===== src/rtl/wb_stage.sv =====
// -----------------------------------------------------------------------------
// wb_stage -- write-back stage of the 5-stage MIPS pipeline.
//
// Holds the MEM/WB pipeline latch (stall/flush), drives the register-file
// write port and executes syscalls: print-int copies $a0 into the display
// register, exit halts the core until the next reset.
//
// Optional feature macro: WB_RETIRE_CNT_EN
//   defined   -> 'retired' counts retired instructions (wraps at 2^CNT_W)
//   undefined -> no counter is built, 'retired' is tied to 0
//
// Ports:
//   clk, rst            rising-edge clock, synchronous active-high reset
//   stall, flush        latch hold / latch bubble (flush wins over stall)
//   in_valid .. in_a0   instruction fields arriving from the memory stage
//   rf_we/waddr/wdata   register-file write port (combinational from latch)
//   disp, disp_upd      display register and its one-cycle update pulse
//   halted              core halted by the exit syscall
//   retired             retired-instruction count
// -----------------------------------------------------------------------------
module wb_stage #(
    parameter logic [31:0] SYS_PRINT = 32'd1,
    parameter logic [31:0] SYS_EXIT  = 32'd10,
    parameter int          CNT_W     = 32
) (
    input  logic             clk,
    input  logic             rst,
    input  logic             stall,
    input  logic             flush,
    input  logic             in_valid,
    input  logic [31:0]      in_pc,
    input  logic [31:0]      in_ir,
    input  logic [31:0]      in_signal,
    input  logic [4:0]       in_dst,
    input  logic [31:0]      in_d,
    input  logic [31:0]      in_r,
    input  logic [31:0]      in_v0,
    input  logic [31:0]      in_a0,
    output logic             rf_we,
    output logic [4:0]       rf_waddr,
    output logic [31:0]      rf_wdata,
    output logic [31:0]      disp,
    output logic             disp_upd,
    output logic             halted,
    output logic [CNT_W-1:0] retired
);

    // Control-word bit positions.
    localparam int SIG_REGWRITE = 6;
    localparam int SIG_MEMREAD  = 4;
    localparam int SIG_SYSCALL  = 22;
    localparam int SIG_LINK     = 23;

    typedef enum logic {
        ST_RUN  = 1'b0,
        ST_HALT = 1'b1
    } state_t;

    typedef struct packed {
        logic        valid;
        logic [31:0] pc;
        logic [31:0] ir;
        logic [31:0] sig;
        logic [4:0]  dst;
        logic [31:0] d;
        logic [31:0] r;
        logic [31:0] v0;
        logic [31:0] a0;
    } mw_t;

    mw_t         mw_q, mw_d;
    state_t      state_q, state_d;
    logic        acted_q, acted_d;
    logic [31:0] disp_q, disp_d;
    logic        disp_upd_q, disp_upd_d;
    logic        sys_fire;

    // -------------------------------------------------------------------------
    // Next-state logic
    // -------------------------------------------------------------------------
    always_comb begin
        // NOTE: every always_comb output gets a default first so no path
        // leaves it unassigned, which would infer a latch.
        mw_d       = mw_q;
        state_d    = state_q;
        disp_d     = disp_q;
        disp_upd_d = 1'b0;

        if (flush) begin
            mw_d = '0;
        end else if (!stall) begin
            mw_d.valid = in_valid;
            mw_d.pc    = in_pc;
            mw_d.ir    = in_ir;
            mw_d.sig   = in_signal;
            mw_d.dst   = in_dst;
            mw_d.d     = in_d;
            mw_d.r     = in_r;
            mw_d.v0    = in_v0;
            mw_d.a0    = in_a0;
        end

        // A syscall acts on its first un-stalled cycle in RUN, and only once.
        sys_fire = (state_q == ST_RUN) && mw_q.valid && mw_q.sig[SIG_SYSCALL]
                   && !stall && !acted_q;

        // The acted flag belongs to the latched instruction: it is cleared
        // whenever the latch takes a new instruction or a bubble.
        acted_d = (flush || !stall) ? 1'b0 : (acted_q | sys_fire);

        if (sys_fire && mw_q.v0 == SYS_EXIT) begin
            state_d = ST_HALT;
        end
        if (sys_fire && mw_q.v0 == SYS_PRINT) begin
            disp_d     = mw_q.a0;
            disp_upd_d = 1'b1;
        end
    end

    // -------------------------------------------------------------------------
    // State registers
    // -------------------------------------------------------------------------
    always_ff @(posedge clk) begin
        // NOTE: sequential state uses non-blocking assignments so every flop
        // samples the pre-edge values regardless of statement order.
        if (rst) begin
            mw_q       <= '0;
            state_q    <= ST_RUN;
            acted_q    <= 1'b0;
            disp_q     <= '0;
            disp_upd_q <= 1'b0;
        end else begin
            mw_q       <= mw_d;
            state_q    <= state_d;
            acted_q    <= acted_d;
            disp_q     <= disp_d;
            disp_upd_q <= disp_upd_d;
        end
    end

    assign halted   = (state_q == ST_HALT);
    assign disp     = disp_q;
    assign disp_upd = disp_upd_q;

    // -------------------------------------------------------------------------
    // Register-file write port
    // -------------------------------------------------------------------------
    // Syscalls never write, $0 is never written, and a cycle with rst high
    // writes nothing so a reset aborts whatever sits in the latch.
    assign rf_we = mw_q.valid && mw_q.sig[SIG_REGWRITE] && !mw_q.sig[SIG_SYSCALL]
                   && (mw_q.dst != 5'd0) && !halted && !rst;

    assign rf_waddr = mw_q.dst;

    always_comb begin
        if (mw_q.sig[SIG_LINK]) begin
            rf_wdata = mw_q.pc + 32'd4;
        end else if (mw_q.sig[SIG_MEMREAD]) begin
            rf_wdata = mw_q.d;
        end else begin
            rf_wdata = mw_q.r;
        end
    end

    // The instruction word and unused control bits travel with the
    // instruction for debug visibility only.
    logic unused_latch_bits;
    assign unused_latch_bits = ^mw_q;

    // -------------------------------------------------------------------------
    // Retired-instruction counter
    // -------------------------------------------------------------------------
`ifdef WB_RETIRE_CNT_EN
    logic [CNT_W-1:0] retired_q, retired_d;

    // An instruction retires on the edge it leaves the latch un-stalled;
    // the exit syscall still counts because halted only rises after it.
    always_comb begin
        retired_d = retired_q;
        if (mw_q.valid && !stall && state_q == ST_RUN) begin
            retired_d = retired_q + CNT_W'(1);
        end
    end

    always_ff @(posedge clk) begin
        if (rst) begin
            retired_q <= '0;
        end else begin
            retired_q <= retired_d;
        end
    end

    assign retired = retired_q;
`else
    assign retired = '0;
`endif

endmodule

===== config.mk =====
export PLATFORM = sky130hd
export DESIGN_NAME = wb_stage
export DESIGN_NICKNAME = d
export VERILOG_FILES = /design/src/rtl/wb_stage.sv
export SDC_FILE = /design/constraint.sdc
export NUM_CORES = 1
export LEC_CHECK = 0
export ABC_AREA = 1
export ABC_CLOCK_PERIOD_IN_PS = 1900
export CAP_MARGIN = 20
export CORE_MARGIN = 2
export CORE_UTILIZATION = 45
export DETAILED_ROUTE_END_ITERATION = 8
export GPL_ROUTABILITY_DRIVEN = 1
export PLACE_DENSITY = 0.77
export SYNTH_ARGS = -nofsm -noshare
export SYNTH_HDL_FRONTEND = slang
export SYNTH_SLANG_ARGS = --single-unit

===== constraint.sdc =====
create_clock -name clk -period 1.9 [get_ports clk]
set_input_delay 0.475 -clock clk [delete_from_list [all_inputs] [get_ports clk]]
set_output_delay 0.475 -clock clk [all_outputs]
set_load 0.02 [all_outputs]

[Word level (Yosys, flattened, before mapping)]
Cells that the tools add are included.
Operators by class
  bitwise logic cells: 2
  shifts and indexed selects: 0
  reductions and logical operators: 20
  multipliers: 0
  div/mod/pow operators: 0
  $lt $le $gt $ge: 0
  $add $sub $neg: 1
  eq/ne operators: 2
  mux-type cells: 3
Operators by type and width (count)
  $mux 32: 2
  $add 32x3->32 const B: 1
  $eq 32x1->1 const B: 1
  $eq 32x4->1 const B: 1
  $logic_and 1x1->1: 11
  $logic_not 1->1: 5
  $reduce_bool 5->1: 1
  $reduce_or 2->1: 2
  $logic_or 1x1->1: 1
  $mux 1: 1
  $not 1->1: 1
  $or 1x1->1: 1
Storage, ports and cells
  word-level logic and storage cells: 40
  bits in registers: 225
  bits in read-only memories: 0
  RAM bits: 0
  latch bits: 0
  memories: 0

[Longest topological paths before layout]
  depth in word-level cells: 7
  gate-level depth with buffers: 10
  depth with buffers taken out: 9

[Worst setup path before layout]
No wires, ideal clock.
  path kind: register to output
  from: register mw_q[199] in the netlist's numbering
  to: output rf_wdata[16]
  data arrival time: 1.452 ns
  cell stages (with the launch flop): 8
  slack: -0.027 ns
  buffers on the path: 0
  cells stage by stage: dfxtp_1 > ha_1 > nand2_2 > nor2_4 > nand2_1 > nor2_1 > o21ai_0 > o22ai_1
Between the ends
  longest elaborated chain between the ends: 2
Ends and longest elaborated chain
  start, declared: RTL line 71  | mw_t mw_q, mw_d;
  start signal, assigned: RTL line 133  | mw_q <= mw_d;
  $add 32x3->32: RTL line 157  | rf_wdata = mw_q.pc + 32'd4;
  $mux 32: RTL line 156  | if (mw_q.sig[SIG_LINK]) begin
  end, declared: RTL line 41  | output logic [31:0] rf_wdata,
No other way between the ends.

[Final worst setup path]
  from: register mw_q[204] in the netlist's numbering
  to: output rf_wdata[18]
Same word-level chain as after synthesis.

==> summary.txt <==
Die
  • I/O Pins: ~340
  • Initial Util: between 40% and 50%
  • Core Area: 0.0200 mm²
  • Die area: 0.0214 mm²
  • Die height: 146 µm
  • DIE WIDTH: 146 µm
  • Site row count: between 50 and 60

Detailed routing
  • Vias: 9543
  • Antenna Nets Post-Route: 0
  • Via density: 5.08
  • DR DRC count: 0
  • First-pass DRT Iterations: 6
  • DRT iter0 DRCs: 753
  • Final WL: 29000 µm
  • Wire per inst: 15.4 µm

Yosys
  • Synth cell types: 32
  • Sequential fraction of the synthesis area: 45.0%
  • Syn Area/Cell: 7.00 µm²
  • Mapped Cells: 1302
  • Mapped cell area: 0.00911 mm²
  • Synth Register Bits: 205
  • Syn. warnings: 0

Status
  • Status: finished with violations
  • Failing checks: negative setup slack

Pwr
  • Internal power: 0.00781 W
  • Leakage: 5.54 nW
  • Switching pwr: 0.00262 W
  • Combinational Power Share: 14.1%
  • Sw frac: 25.1%
  • Register share of total power: 43.1%
  • Tot Pwr: 0.0104 W
  • Maximum VDD drop: between 0.6 and 0.7 mV
  • Pwr dens: 759 mW/mm²
  • Clock Power Share: 42.8%

STA
  • Max Freq: 402 MHz
  • Final Max Slew Viols: 0
  • RSZ-0062 raised after global routing: true
  • Slew at the pin closest to its max-slew limit: 595 ps
  • Final hold viol count: 0
  • Clk_skew: 19.2 ps
  • Final cycle utilization of the critical path: 131%
  • Final min period: between 2000 and 2500 ps
  • Final worst slack: -586 ps
  • Slew headroom: between 60% and 70%
  • Final setup fails: 33

Worst setup path
  • Worst EP required: 1420 ps
  • Worst Setup End Kind: output pin
  • Worst setup SP type: flop
  • WP data arrival: 2010 ps
  • Crit-path max FO: 5
  • Crit path kind: reg -> out

Place
  • Buffers on Ports: 245
  • Final Wtd Congestion: 0.902
  • Post-Place Setup Slack: -608 ps
  • Dpl hpwl: 18800 µm

Cells and area
  • Area grow syn2layout: 50.8%
  • Number of fill cells: 1654
  • Layout cells sized above 1: 20.1%
  • Sequential cell area: 0.00414 mm²
  • Area occupied by multi-input gates: ~0.0048 mm²
  • Fin nets: between 1.5k and 2k

Clock tree
  • TritonCTS buffer count: 22
  • Worst-path clk slew: 60 ps
  • Clk_lat worst skew: 510 ps
  • Clk buf depth: 3
  • CTS Hold Bufs: 0
  • CTS tree: done
  • Clk Tree Root Cell: clkbuf_16
  • Clock sink count: 205
  • H-tree levels: 1

Global route
  • Initial antenna violation count: 5
  • Total gr overflow: 0
  • Global Route Usage Sum: 25.6%
  • Largest net degree at the start of global routing: approximately 140
  • Vias in the first global route: 9069
  • First-pass GRT wire length: about 45000 µm

Hold path
  • Hold WC Path Type: in -> reg

Run
  • Maxcap violations: 0
-- worst paths after layout --
kind	from	end	slack, ps	cells after the start
setup / recovery	mw_q[204]$_SDFFE_PP0N_	rf_wdata[18]	-590	8
hold / removal	stall	disp_upd$_SDFF_PP0_	430	6
setup reg to reg	mw_q[44]$_SDFFE_PP0N_	disp[22]$_SDFFE_PP0P_	430	9
hold reg to reg	acted_q$_SDFF_PP0_	acted_q$_SDFF_PP0_	440	2
-- state kept, by name, indices dropped and copies added (netlist names) --
register and count:
mw_q 165, disp 32, rf_waddr 5, acted_q 1, disp_upd 1, halted 1
-- layout by cell type (no fill, tap or decap), types with 19 or more instances in the layout --
cell type and count:
clkdlybuf4s50_1 171, nor2_1 188, clkbuf_16 24, dlygate4sd2_1 40, buf_4 82, nand2_1 344
a21oi_1 128, a211oi_1 47, dfxtp_1 186, nor2_2 19, conb_1 32, o21ai_0 26
inv_1 55, nand3_1 42, buf_6 38
-- power groups by stage --
stage               registers, W  logic, W  clock network [W]
finish                   0.00450   0.00147            0.00446
global route             0.00451   0.00158            0.00469
CTS                      0.00450   0.00141            0.00450
detailed placement       0.00459   0.00135                  0
global placement         0.00458   0.00134                  0
floorplan                0.00457  0.000719                  0
-- synthesized netlist by cell type --
master,instances,area (µm²)
a211oi_1,47,353
a21oi_1,142,711
a22oi_1,1,7.51
a31oi_1,1,6.26
buf_1,11,41.3
buf_2,28,140
buf_4,37,278
buf_6,10,113
clkbuf_1,33,124
conb_1,1,3.75
dfxtp_1,205,4100
ha_1,1,12.5
inv_1,59,221
inv_2,2,7.51
nand2_1,363,1360
nand2_2,3,18.8
nand3_1,59,295
nand3_2,1,10.0
nand4_1,3,18.8
nor2_1,212,796
nor2_2,7,43.8
nor2_4,5,56.3
nor3_1,7,35.0
nor3b_1,1,7.51
o21ai_0,36,180
o21ai_1,9,45.0
o21bai_1,3,22.5
o22ai_1,10,62.6
or2_1,1,6.26
or2_2,1,6.26
xnor2_1,1,8.76
xor2_1,2,17.5
-- layout make-up --
| cell class | instances | area share, % |
|---|---|---|
| antenna | 4 | 0.0728 |
| clock buffer | 32 | 4.80 |
| inverter | 61 | 1.72 |
| timing repair buffer | 350 | 25.5 |
| sequential | 205 | 30.1 |
| multi-input combinational | 948 | 34.6 |
| tap | 270 | 2.46 |
| clock inverter | 8 | 0.674 |
-- critical path, stage by stage, from the launching register on --
cell	delay (ps)
dfxtp_2	370
nand2_1	120
nor2_1	220
nand2_4	130
nor2_4	230
xor2_1	170
nand2_1	70
nand2_1	70
buf_6	120
-- layer usage --
layer | routed length (µm) | GRT usage, % | vias up | part of all wire (%)
li1 | - | - | 4694 | -
met1 | 12000 | 32.9 | 4421 | 41
met2 | 14000 | 42.8 | 345 | 48
met3 | 1850 | 4.75 | 81 | 6.4
met4 | 1150 | 9.66 | 2 | 4.0
met5 | 13 | 0 | - | 0.045
-- cell families after synthesis --
logic type               synth area share, %
buffers and inverters                   10.1
AO/OA/AOI/OAI                           15.2
adder cells (fa/ha/maj)                0.137
AND/OR/NAND/NOR                         29.1
other                                 0.0411
flip-flops                              45.0
XOR/XNOR                               0.288
-- stage by stage --
step,TNS (ps),util [%],cell area (µm²),hold slack [ps],instances
CTS,-12640,67.1,13400,410,1868
floorplan,0,-,9270,420,1333
finish,-13710,68.6,13700,427,1878
detailed placement,-14620,60.8,12200,435,1815
global route,-16170,68.6,13700,442,1877
global placement,-13450,60.8,12200,432,1815
-- timing repair --
| action | CTS | global route |
|---|---|---|
| resized for setup | 355 | 61 |
| pin swaps | 43 | 40 |
| buffers inserted | 11 | 6 |
| cloned | 2 | 2 |
| endpoints found under the setup margin | 72 | 33 |
Note: power is estimated with default switching activity, not from simulation.
